==> config.mk <==
export PLATFORM = sky130hd
export DESIGN_NAME = rd_fram_fill_ctrl_flat
export DESIGN_NICKNAME = d
export VERILOG_FILES = /design/src/rtl/rd_fram_fill_ctrl_if.sv /design/src/rtl/rd_fram_fill_ctrl.sv /design/src/flat_wrapper.sv
export SDC_FILE = /design/constraint.sdc
export NUM_CORES = 1
export LEC_CHECK = 0
export CORE_ASPECT_RATIO = 0.5
export CORE_UTILIZATION = 35
export CTS_BUF_LIST = sky130_fd_sc_hd__clkbuf_4 sky130_fd_sc_hd__clkbuf_8
export DETAILED_ROUTE_END_ITERATION = 10
export GPL_TIMING_DRIVEN = 0
export PLACE_DENSITY = 0.67
export RECOVER_POWER = 25
export SETUP_SLACK_MARGIN = 0.02
export SLEW_MARGIN = 40
export SYNTH_ARGS = -nofsm -noshare
export SYNTH_HDL_FRONTEND = slang
export SYNTH_SLANG_ARGS = --single-unit
export TNS_END_PERCENT = 20
==> constraint.sdc <==
create_clock -name wr_clk -period 30.1 [get_ports wr_clk]
set_input_delay 4.515 -clock wr_clk [delete_from_list [all_inputs] [get_ports wr_clk]]
set_output_delay 4.515 -clock wr_clk [all_outputs]
set_load 0.02 [all_outputs]
==> src/rtl/rd_fram_fill_ctrl_if.sv <==
// ----------------------------------------------------------------------------
// rd_fram_fill_ctrl_if
//   Bundles the line-fill scheduler's control, DDR read-command, DDR read-data
//   and line-buffer write signals.
//   master : the fill controller (issues DDR commands, writes the buffer)
//   slave  : its environment (display sync, DDR read port, line buffer)
// Signals
//   frame_base/frame_start/line_req    frame and line requests into the filler
//   cmd_valid/cmd_ready/cmd_addr/len   DDR read command (len = words - 1)
//   rdat_valid/rdat                    DDR read data beats, no back-pressure
//   buf_wr_en/buf_wr_addr/buf_wr_data  line buffer write port, addr = {bank, word}
//   line_done/line_bank                completion pulse and the bank just filled
//   busy/err                           fill in progress / sticky error
// ----------------------------------------------------------------------------
interface rd_fram_fill_ctrl_if #(
    parameter int DATA_WIDTH    = 256,
    parameter int WR_ADDR_WIDTH = 9,
    parameter int ADDR_WIDTH    = 28
);
    logic [ADDR_WIDTH-1:0]    frame_base;
    logic                     frame_start;
    logic                     line_req;
    logic                     cmd_valid;
    logic                     cmd_ready;
    logic [ADDR_WIDTH-1:0]    cmd_addr;
    logic [7:0]               cmd_len;
    logic                     rdat_valid;
    logic [DATA_WIDTH-1:0]    rdat;
    logic                     buf_wr_en;
    logic [WR_ADDR_WIDTH-1:0] buf_wr_addr;
    logic [DATA_WIDTH-1:0]    buf_wr_data;
    logic                     line_done;
    logic                     line_bank;
    logic                     busy;
    logic                     err;

    modport master (
        input  frame_base, frame_start, line_req, cmd_ready, rdat_valid, rdat,
        output cmd_valid, cmd_addr, cmd_len, buf_wr_en, buf_wr_addr, buf_wr_data,
               line_done, line_bank, busy, err
    );

    modport slave (
        output frame_base, frame_start, line_req, cmd_ready, rdat_valid, rdat,
        input  cmd_valid, cmd_addr, cmd_len, buf_wr_en, buf_wr_addr, buf_wr_data,
               line_done, line_bank, busy, err
    );
endinterface

==> src/rtl/rd_fram_fill_ctrl.sv <==
// ----------------------------------------------------------------------------
// rd_fram_fill_ctrl
//   Write-side scheduler for the HDMI ping-pong line buffer. Each line request
//   fetches one display line from DDR as a series of read bursts and streams
//   the returned words into the bank the display is not reading.
// Ports
//   wr_clk   DDR/write-domain clock
//   wr_rst   asynchronous, active-high reset
//   bus      rd_fram_fill_ctrl_if.master (requests, DDR command/data, buffer
//            write port, line_done/line_bank, busy, err)
// ----------------------------------------------------------------------------
module rd_fram_fill_ctrl #(
    parameter int DATA_WIDTH      = 256,
    parameter int WR_ADDR_WIDTH   = 9,
    parameter int ADDR_WIDTH      = 28,
    parameter int LINE_WORDS      = 240,
    parameter int BURST_LEN       = 16,
    parameter int LINE_STRIDE     = 7680,
    parameter int LINES_PER_FRAME = 1080
) (
    input  logic                wr_clk,
    input  logic                wr_rst,
    rd_fram_fill_ctrl_if.master bus
);

    localparam int WIDX_W         = WR_ADDR_WIDTH - 1;
    localparam int WCNT_W         = $clog2(LINE_WORDS + 1);
    localparam int LIDX_W         = (LINES_PER_FRAME > 1) ? $clog2(LINES_PER_FRAME) : 1;
    localparam int BEAT_W         = $clog2(BURST_LEN + 1);
    localparam int BYTES_PER_WORD = DATA_WIDTH / 8;

    typedef enum logic [1:0] {ST_IDLE, ST_CMD, ST_DATA, ST_DONE} state_e;

    state_e                   state_q, state_d;
    logic [LIDX_W-1:0]        line_idx_q, line_idx_d;
    logic                     bank_q, bank_d;
    logic                     pending_q, pending_d;
    logic                     restart_q, restart_d;      // frame_start seen while busy
    logic [ADDR_WIDTH-1:0]    base_q, base_d;
    logic [ADDR_WIDTH-1:0]    line_addr_q, line_addr_d;  // byte address of current line
    logic [WCNT_W-1:0]        words_issued_q, words_issued_d;
    logic [WIDX_W-1:0]        word_idx_q, word_idx_d;
    logic [BEAT_W-1:0]        beats_left_q, beats_left_d;
    logic                     err_q, err_d;
    logic                     buf_wr_en_q, buf_wr_en_d;
    logic [WR_ADDR_WIDTH-1:0] buf_wr_addr_q, buf_wr_addr_d;
    logic [DATA_WIDTH-1:0]    buf_wr_data_q, buf_wr_data_d;
    logic                     line_done_q, line_done_d;
    logic                     line_bank_q, line_bank_d;

    logic [31:0]              words_left;
    logic [31:0]              burst_words;
    logic                     start_line;
    logic                     last_beat;
    logic                     line_complete;
    logic                     restart_now;

    // ------------------------------------------------------------------
    // Burst sizing: full bursts until the tail of the line, then a short one.
    // ------------------------------------------------------------------
    always_comb begin : burst_size
        // NOTE: combinational blocks assign every output up front, so no path
        // can leave a value unassigned and infer a latch.
        words_left  = 32'(LINE_WORDS) - 32'(words_issued_q);
        burst_words = (words_left > 32'(BURST_LEN)) ? 32'(BURST_LEN) : words_left;
    end

    assign start_line    = (state_q == ST_IDLE) && pending_q && !bus.frame_start;
    assign last_beat     = bus.rdat_valid && (beats_left_q == BEAT_W'(1));
    // words_issued already counts the burst in flight, so this means "no more bursts".
    assign line_complete = (words_issued_q == WCNT_W'(LINE_WORDS));
    assign restart_now   = restart_q || bus.frame_start;

    // ------------------------------------------------------------------
    // FSM: state register
    // ------------------------------------------------------------------
    always_ff @(posedge wr_clk or posedge wr_rst) begin : state_reg
        // NOTE: sequential state uses non-blocking assignments so every flop
        // samples pre-edge values regardless of process ordering.
        if (wr_rst) state_q <= ST_IDLE;
        else        state_q <= state_d;
    end

    // ------------------------------------------------------------------
    // FSM: next state
    // ------------------------------------------------------------------
    always_comb begin : next_state
        state_d = state_q;
        unique case (state_q)
            ST_IDLE: if (start_line)     state_d = ST_CMD;
            ST_CMD:  if (bus.cmd_ready)  state_d = ST_DATA;
            ST_DATA: if (last_beat)      state_d = line_complete ? ST_DONE : ST_CMD;
            ST_DONE:                     state_d = ST_IDLE;
            default:                     state_d = ST_IDLE;
        endcase
    end

    // ------------------------------------------------------------------
    // FSM: outputs (command address/length forced to 0 while not requesting)
    // ------------------------------------------------------------------
    always_comb begin : fsm_outputs
        bus.cmd_valid = (state_q == ST_CMD);
        bus.busy      = (state_q != ST_IDLE);
        bus.cmd_addr  = '0;
        bus.cmd_len   = '0;
        if (state_q == ST_CMD) begin
            bus.cmd_addr = line_addr_q
                         + ADDR_WIDTH'(words_issued_q) * ADDR_WIDTH'(BYTES_PER_WORD);
            bus.cmd_len  = 8'(burst_words - 32'd1);
        end
    end

    assign bus.buf_wr_en   = buf_wr_en_q;
    assign bus.buf_wr_addr = buf_wr_addr_q;
    assign bus.buf_wr_data = buf_wr_data_q;
    assign bus.line_done   = line_done_q;
    assign bus.line_bank   = line_bank_q;
    assign bus.err         = err_q;

    // ------------------------------------------------------------------
    // Datapath / bookkeeping next-state
    // ------------------------------------------------------------------
    always_comb begin : datapath_next
        line_idx_d     = line_idx_q;
        bank_d         = bank_q;
        pending_d      = pending_q;
        restart_d      = restart_q;
        base_d         = base_q;
        line_addr_d    = line_addr_q;
        words_issued_d = words_issued_q;
        word_idx_d     = word_idx_q;
        beats_left_d   = beats_left_q;
        err_d          = err_q;
        buf_wr_en_d    = 1'b0;
        buf_wr_addr_d  = buf_wr_addr_q;
        buf_wr_data_d  = buf_wr_data_q;
        line_done_d    = 1'b0;
        line_bank_d    = line_bank_q;

        if (start_line) begin
            pending_d      = 1'b0;
            words_issued_d = '0;
            word_idx_d     = '0;
        end

        if (state_q == ST_CMD && bus.cmd_ready) begin
            words_issued_d = words_issued_q + WCNT_W'(burst_words);
            beats_left_d   = BEAT_W'(burst_words);
        end

        if (bus.rdat_valid) begin
            if (state_q == ST_DATA) begin
                buf_wr_en_d   = 1'b1;
                buf_wr_addr_d = {bank_q, word_idx_q};
                buf_wr_data_d = bus.rdat;
                word_idx_d    = word_idx_q + WIDX_W'(1);
                beats_left_d  = beats_left_q - BEAT_W'(1);
            end else begin
                err_d = 1'b1;  // unsolicited beat: dropped
            end
        end

        // Request handling; frame_start swallows a coincident line_req.
        if (bus.frame_start) begin
            base_d = bus.frame_base;
            if (state_q == ST_IDLE) begin
                line_idx_d  = '0;
                bank_d      = 1'b0;
                line_addr_d = bus.frame_base;
                pending_d   = 1'b1;
            end else begin
                restart_d   = 1'b1;
            end
        end else if (bus.line_req) begin
            if (pending_q && !start_line) err_d = 1'b1;
            else                          pending_d = 1'b1;
        end

        // Line retire: report the bank, then move to the next line or restart.
        if (state_q == ST_DONE) begin
            line_done_d = 1'b1;
            line_bank_d = bank_q;
            if (restart_now) begin
                restart_d   = 1'b0;
                line_idx_d  = '0;
                bank_d      = 1'b0;
                line_addr_d = bus.frame_start ? bus.frame_base : base_q;
                pending_d   = 1'b1;  // any queued line_req is superseded
            end else begin
                bank_d = ~bank_q;
                if (line_idx_q == LIDX_W'(LINES_PER_FRAME - 1)) begin
                    line_idx_d  = '0;
                    line_addr_d = base_q;
                end else begin
                    line_idx_d  = line_idx_q + LIDX_W'(1);
                    line_addr_d = line_addr_q + ADDR_WIDTH'(LINE_STRIDE);
                end
            end
        end
    end

    always_ff @(posedge wr_clk or posedge wr_rst) begin : datapath_reg
        if (wr_rst) begin
            line_idx_q     <= '0;
            bank_q         <= 1'b0;
            pending_q      <= 1'b0;
            restart_q      <= 1'b0;
            base_q         <= '0;
            line_addr_q    <= '0;
            words_issued_q <= '0;
            word_idx_q     <= '0;
            beats_left_q   <= '0;
            err_q          <= 1'b0;
            buf_wr_en_q    <= 1'b0;
            buf_wr_addr_q  <= '0;
            buf_wr_data_q  <= '0;
            line_done_q    <= 1'b0;
            line_bank_q    <= 1'b0;
        end else begin
            line_idx_q     <= line_idx_d;
            bank_q         <= bank_d;
            pending_q      <= pending_d;
            restart_q      <= restart_d;
            base_q         <= base_d;
            line_addr_q    <= line_addr_d;
            words_issued_q <= words_issued_d;
            word_idx_q     <= word_idx_d;
            beats_left_q   <= beats_left_d;
            err_q          <= err_d;
            buf_wr_en_q    <= buf_wr_en_d;
            buf_wr_addr_q  <= buf_wr_addr_d;
            buf_wr_data_q  <= buf_wr_data_d;
            line_done_q    <= line_done_d;
            line_bank_q    <= line_bank_d;
        end
    end

endmodule
==> src/flat_wrapper.sv <==
// flat-port wrapper written by rule: the top's interface ports become plain ports
module rd_fram_fill_ctrl_flat 
#(
    parameter int DATA_WIDTH      = 256,
    parameter int WR_ADDR_WIDTH   = 9,
    parameter int ADDR_WIDTH      = 28,
    parameter int LINE_WORDS      = 240,
    parameter int BURST_LEN       = 16,
    parameter int LINE_STRIDE     = 7680,
    parameter int LINES_PER_FRAME = 1080
)
  (wr_clk, wr_rst, bus_frame_base, bus_frame_start, bus_line_req, bus_cmd_ready, bus_rdat_valid, bus_rdat, bus_cmd_valid, bus_cmd_addr, bus_cmd_len, bus_buf_wr_en, bus_buf_wr_addr, bus_buf_wr_data, bus_line_done, bus_line_bank, bus_busy, bus_err);
  rd_fram_fill_ctrl_if #(.DATA_WIDTH(DATA_WIDTH), .WR_ADDR_WIDTH(WR_ADDR_WIDTH), .ADDR_WIDTH(ADDR_WIDTH)) bus_i ();
  input  logic wr_clk;
  input  logic wr_rst;
  input wire logic [$bits(bus_i.frame_base)-1:0] bus_frame_base;
  input wire logic [$bits(bus_i.frame_start)-1:0] bus_frame_start;
  input wire logic [$bits(bus_i.line_req)-1:0] bus_line_req;
  input wire logic [$bits(bus_i.cmd_ready)-1:0] bus_cmd_ready;
  input wire logic [$bits(bus_i.rdat_valid)-1:0] bus_rdat_valid;
  input wire logic [$bits(bus_i.rdat)-1:0] bus_rdat;
  output wire logic [$bits(bus_i.cmd_valid)-1:0] bus_cmd_valid;
  output wire logic [$bits(bus_i.cmd_addr)-1:0] bus_cmd_addr;
  output wire logic [$bits(bus_i.cmd_len)-1:0] bus_cmd_len;
  output wire logic [$bits(bus_i.buf_wr_en)-1:0] bus_buf_wr_en;
  output wire logic [$bits(bus_i.buf_wr_addr)-1:0] bus_buf_wr_addr;
  output wire logic [$bits(bus_i.buf_wr_data)-1:0] bus_buf_wr_data;
  output wire logic [$bits(bus_i.line_done)-1:0] bus_line_done;
  output wire logic [$bits(bus_i.line_bank)-1:0] bus_line_bank;
  output wire logic [$bits(bus_i.busy)-1:0] bus_busy;
  output wire logic [$bits(bus_i.err)-1:0] bus_err;
  assign bus_i.frame_base = bus_frame_base;
  assign bus_i.frame_start = bus_frame_start;
  assign bus_i.line_req = bus_line_req;
  assign bus_i.cmd_ready = bus_cmd_ready;
  assign bus_i.rdat_valid = bus_rdat_valid;
  assign bus_i.rdat = bus_rdat;
  assign bus_cmd_valid = bus_i.cmd_valid;
  assign bus_cmd_addr = bus_i.cmd_addr;
  assign bus_cmd_len = bus_i.cmd_len;
  assign bus_buf_wr_en = bus_i.buf_wr_en;
  assign bus_buf_wr_addr = bus_i.buf_wr_addr;
  assign bus_buf_wr_data = bus_i.buf_wr_data;
  assign bus_line_done = bus_i.line_done;
  assign bus_line_bank = bus_i.line_bank;
  assign bus_busy = bus_i.busy;
  assign bus_err = bus_i.err;
  rd_fram_fill_ctrl #(.DATA_WIDTH(DATA_WIDTH), .WR_ADDR_WIDTH(WR_ADDR_WIDTH), .ADDR_WIDTH(ADDR_WIDTH), .LINE_WORDS(LINE_WORDS), .BURST_LEN(BURST_LEN), .LINE_STRIDE(LINE_STRIDE), .LINES_PER_FRAME(LINES_PER_FRAME)) u_core (.wr_clk(wr_clk), .wr_rst(wr_rst), .bus(bus_i));
endmodule
==> flow_metrics.py <==
metrics = {
    "timing": {
        "worst_slack_ns": 19.42,
        "hold_viol": 0,
        "timing.final.crit_share": 0.355,
        "max_slew.worst_pin.slew_ns": 4.04,
        "setup_violations": 0,
        "max_freq_mhz": 93.6,
        "holdWs_ns": 0.473,
        "fin_crit_ns": 10.69,
        "rsz0062_at_grt": "no",
        "relSlewSlack": -1.69,
        "slew_viol_final": 270,
        "clock_skew_ns": 0.0342,
        "fin_setup_tns_ns": 0,
    },
    "drt": {
        "wl_per_cell_um": 20.5,
        "remaining_drc_errors": 0,
        "drt_wl_total_mm": 65.7,
        "drtIter0Drc": 1341,
        "viasPerCell": 4.85,
        "ant_nets": 0,
        "drt_pass1_iterations": 5,
        "dr_total_vias": 15529,
    },
    "run_status": {
        "outcome": "complete, but fails checks",
        "violations": "capacitance limit, slew limit",
    },
    "clock_tree": {
        "cts_tree": "done",
        "cts_max_path_buffers": 3,
        "cts.clk_slew.worst_paths_ns": 0.06,
        "ctsResizeCount": 0,
        "htreeDepth": 2,
        "hold_buffers": 0,
        "clkSinkCount": 362,
        "cts-root-buf": "clkbuf_8",
        "post_cts_buffers": 0,
        "clkLatencyLatePin_ns": 0.65,
        "cts_buffers": 54,
    },
    "placed_design": {
        "port_buffers": 595,
        "dpl.hpwl_mm": 50.6,
        "dp.cells": 3098,
        "dp_slack_ns": 22.03,
        "place_area_mm2": 0.0231,
        "gp_routability_congestion": 0.950,
    },
    "floorplan": {
        "dieArea_mm2": 0.0473,
        "core_area_mm2": 0.0455,
        "io_pins": 597,
        "fp-row-count": 55,
        "fp.dieW_um": 306,
        "floorplan.initialDensity": 0.357,
        "die_y_um": 154,
    },
    "critical_path": {
        "criticalPathCategory": "in2async",
        "critPathTopFamily": "buffers and inverters",
        "critPathSlowestCell": "clkbuf_1",
        "startpoint_type": "input pin",
        "arrival_ns": 10.81,
        "slowest_delay_ns": 2.80,
        "critical_path.cell_chain": "dlygate4sd3_1 -> clkinvlp_2 -> clkbuf_1 -> clkbuf_1",
        "cp_num_buf_inv": 4,
        "cpMostUsedCell": "clkbuf_1",
        "crit_required_ns": 30.22,
        "path_max_fanout": 71,
        "worst_setup_path_end_kind": "asynchronous set/reset pin",
    },
    "global_route": {
        "antenna_found_initial": 19,
        "grt_max_degree": 76,
        "grt_pass1_wl_mm": 96.8,
        "gr-usage-all-layers": 0.273,
        "grt-ovfl-total": 0,
        "grt_pass1_vias": 14907,
    },
    "pwr": {
        "power.leakage_nw": 11.3,
        "pwr_density_cell_mw_per_mm2": 104,
        "ir_drop_mv": 0.0459,
    },
    "logic_synthesis": {
        "synth_edf_count": 0,
        "syn_inst": 1870,
        "synth.area.top_cells": "dfrtp_1 56%, nand2_1 20%, clkbuf_1 2.2%",
        "ys_warn_count": 0,
        "yosysTopAreaCell": "dfrtp_1",
        "synth_top_area_share": 0.558,
        "synthArstFlopShare": 1.00,
        "synth_cell_types": 59,
        "synthFlopType": "dfrtp_1",
        "synth_seq_cells": 362,
        "yosysSeqAreaShare": 0.558,
        "netlist_area_mm2": 0.0162,
        "postSynthAreaPerCell_um2": 8.68,
    },
    "cells_and_area": {
        "drive_gt1_frac": 0.0583,
        "nets": 2843,
        "finalNonFillerCells": 3205,
        "nFillCells": 4231,
        "final_cell_area_mm2": 0.0243,
        "area_delta_synth_final_pct": 49.8,
    },
    "job": {
        "max_cap_viol_count": 4,
    },
    "hold_path": {
        "hold_class": "reg2reg",
    },
}
==> where the power goes <==
group | internal (W) | switching [W]
clock | 0.000260 | 0.000215
combinational | 0.000518 | 0.000733
sequential | 0.000684 | 0.000130
total | 0.00146 | 0.00108
==> state kept, by name, summed over array words and instances (netlist names), 2 cells and up <==
name / cells
u_core.bus.buf_wr_data: 256
u_core.state_q: 2
u_core.line_addr_q: 28
u_core.word_idx_q: 8
u_core.bus.buf_wr_addr: 9
u_core.base_q: 28
u_core.line_idx_q: 11
u_core.words_issued_q: 8
u_core.beats_left_q: 5
==> worst register-to-register path, stage by stage, from the launching register on <==
cell	delay, ns
dfrtp_1	0.57
inv_1	0.13
ha_1	0.19
or3b_1	0.35
buf_2	0.17
a211o_1	0.30
a31oi_4	0.26
nor2_1	0.19
nand3_1	0.32
inv_1	0.08
ha_1	0.34
nand3_1	0.10
o311ai_2	0.31
a2111oi_0	0.17
a221o_1	0.42
or4_1	0.50
nand3_1	0.09
==> per-layer routing <==
layer,wire [µm],GRT usage,vias up
met2,31100,0.440,535
met4,2350,0.106,18
met3,4860,0.0745,141
met1,27200,0.351,7481
met5,134,0,-
li1,-,-,7354
==> worst paths after layout <==
kind                                                              start                                       to  slack [ns]  cells after the start
worst max-delay path                                             wr_rst   u_core.bus.buf_wr_data[93]$_DFFE_PP0P_       19.42                      4
worst min-delay path            u_core.bus.buf_wr_data[113]$_DFFE_PP0P_  u_core.bus.buf_wr_data[113]$_DFFE_PP0P_        0.47                      2
worst max register to register     u_core.words_issued_q[1]$_DFFE_PP0P_     u_core.words_issued_q[7]$_DFFE_PP0P_       25.56                     16
worst min register to register  u_core.bus.buf_wr_data[113]$_DFFE_PP0P_  u_core.bus.buf_wr_data[113]$_DFFE_PP0P_        0.47                      2
max in group wr_clk                u_core.words_issued_q[1]$_DFFE_PP0P_                           bus_cmd_len[4]       21.31                     13
min in group asynchronous                                        wr_rst              u_core.base_q[14]$_DFF_PP0_        4.56                      2
==> synthesized netlist by cell type (2+ instances only) <==
cell type	instances
ha_1	24
and2_1	10
and4_1	2
mux2i_1	6
clkinv_1	2
buf_1	7
a21oi_1	70
nor3_1	18
nor2b_1	5
a211oi_1	16
buf_2	2
a221o_1	2
or3_1	6
inv_1	23
a32o_1	2
a22oi_1	10
xor2_1	11
o211ai_1	16
o21bai_1	3
a31oi_1	6
dfrtp_1	362
mux2_2	32
clkbuf_1	96
or2_2	3
xnor2_1	30
or4_1	2
nand3_1	40
nand2_1	880
nor2_1	80
o31ai_1	6
fa_1	2
and3_1	7
nand4_1	8
a2111oi_0	2
o21ai_0	35
a21o_1	2
nor3b_1	5
o311ai_2	2
nor4_1	8
nand2b_1	8
==> layout make-up <==
class	count	area [µm²]	share of cell area
Clock buffer	86	1100	0.0453
Antenna cell	7	17.5	0.000721
Clock inverter	14	165	0.00679
Multi-Input combinational cell	1377	6670	0.274
Inverter	25	95.1	0.00391
Timing Repair Buffer	600	6000	0.247
Buffer	107	417	0.0171
Tap cell	627	785	0.0323
Sequential cell	362	9060	0.373
==> cells in the final DEF (no fill, tap or decap), drive strengths merged, types with 8 or more instances in the layout <==
| master | n |
|---|---|
| a211oi | 16 |
| a21oi | 70 |
| a22oi | 10 |
| and2 | 10 |
| buf | 12 |
| clkbuf | 186 |
| clkdlybuf4s50 | 594 |
| clkinv | 10 |
| dfrtp | 362 |
| ha | 24 |
| inv | 25 |
| mux2 | 32 |
| nand2 | 880 |
| nand2b | 8 |
| nand3 | 40 |
| nand4 | 8 |
| nor2 | 80 |
| nor3 | 18 |
| nor4 | 8 |
| o211ai | 16 |
| o21ai | 35 |
| xnor2 | 30 |
| xor2 | 11 |
==> logic make-up after synthesis <==
family,count (synthesis),share of synthesized area
other cells,1,0.000231
buf+inv,132,0.0314
xor+xnor,41,0.0221
compound gates,184,0.0733
fa+ha+maj,26,0.0210
simple gates,1086,0.268
flops,362,0.558
mux,38,0.0259
==> metrics by stage <==
| step | power (W) | util |
|---|---|---|
| floorplan | 0.00144 | - |
| global placement | 0.00205 | 0.505 |
| global route | 0.00268 | 0.534 |
| finish | 0.00254 | 0.534 |
| CTS | 0.00255 | 0.536 |
| detailed placement | 0.00206 | 0.508 |
Note: power is estimated with default switching activity, not from simulation.
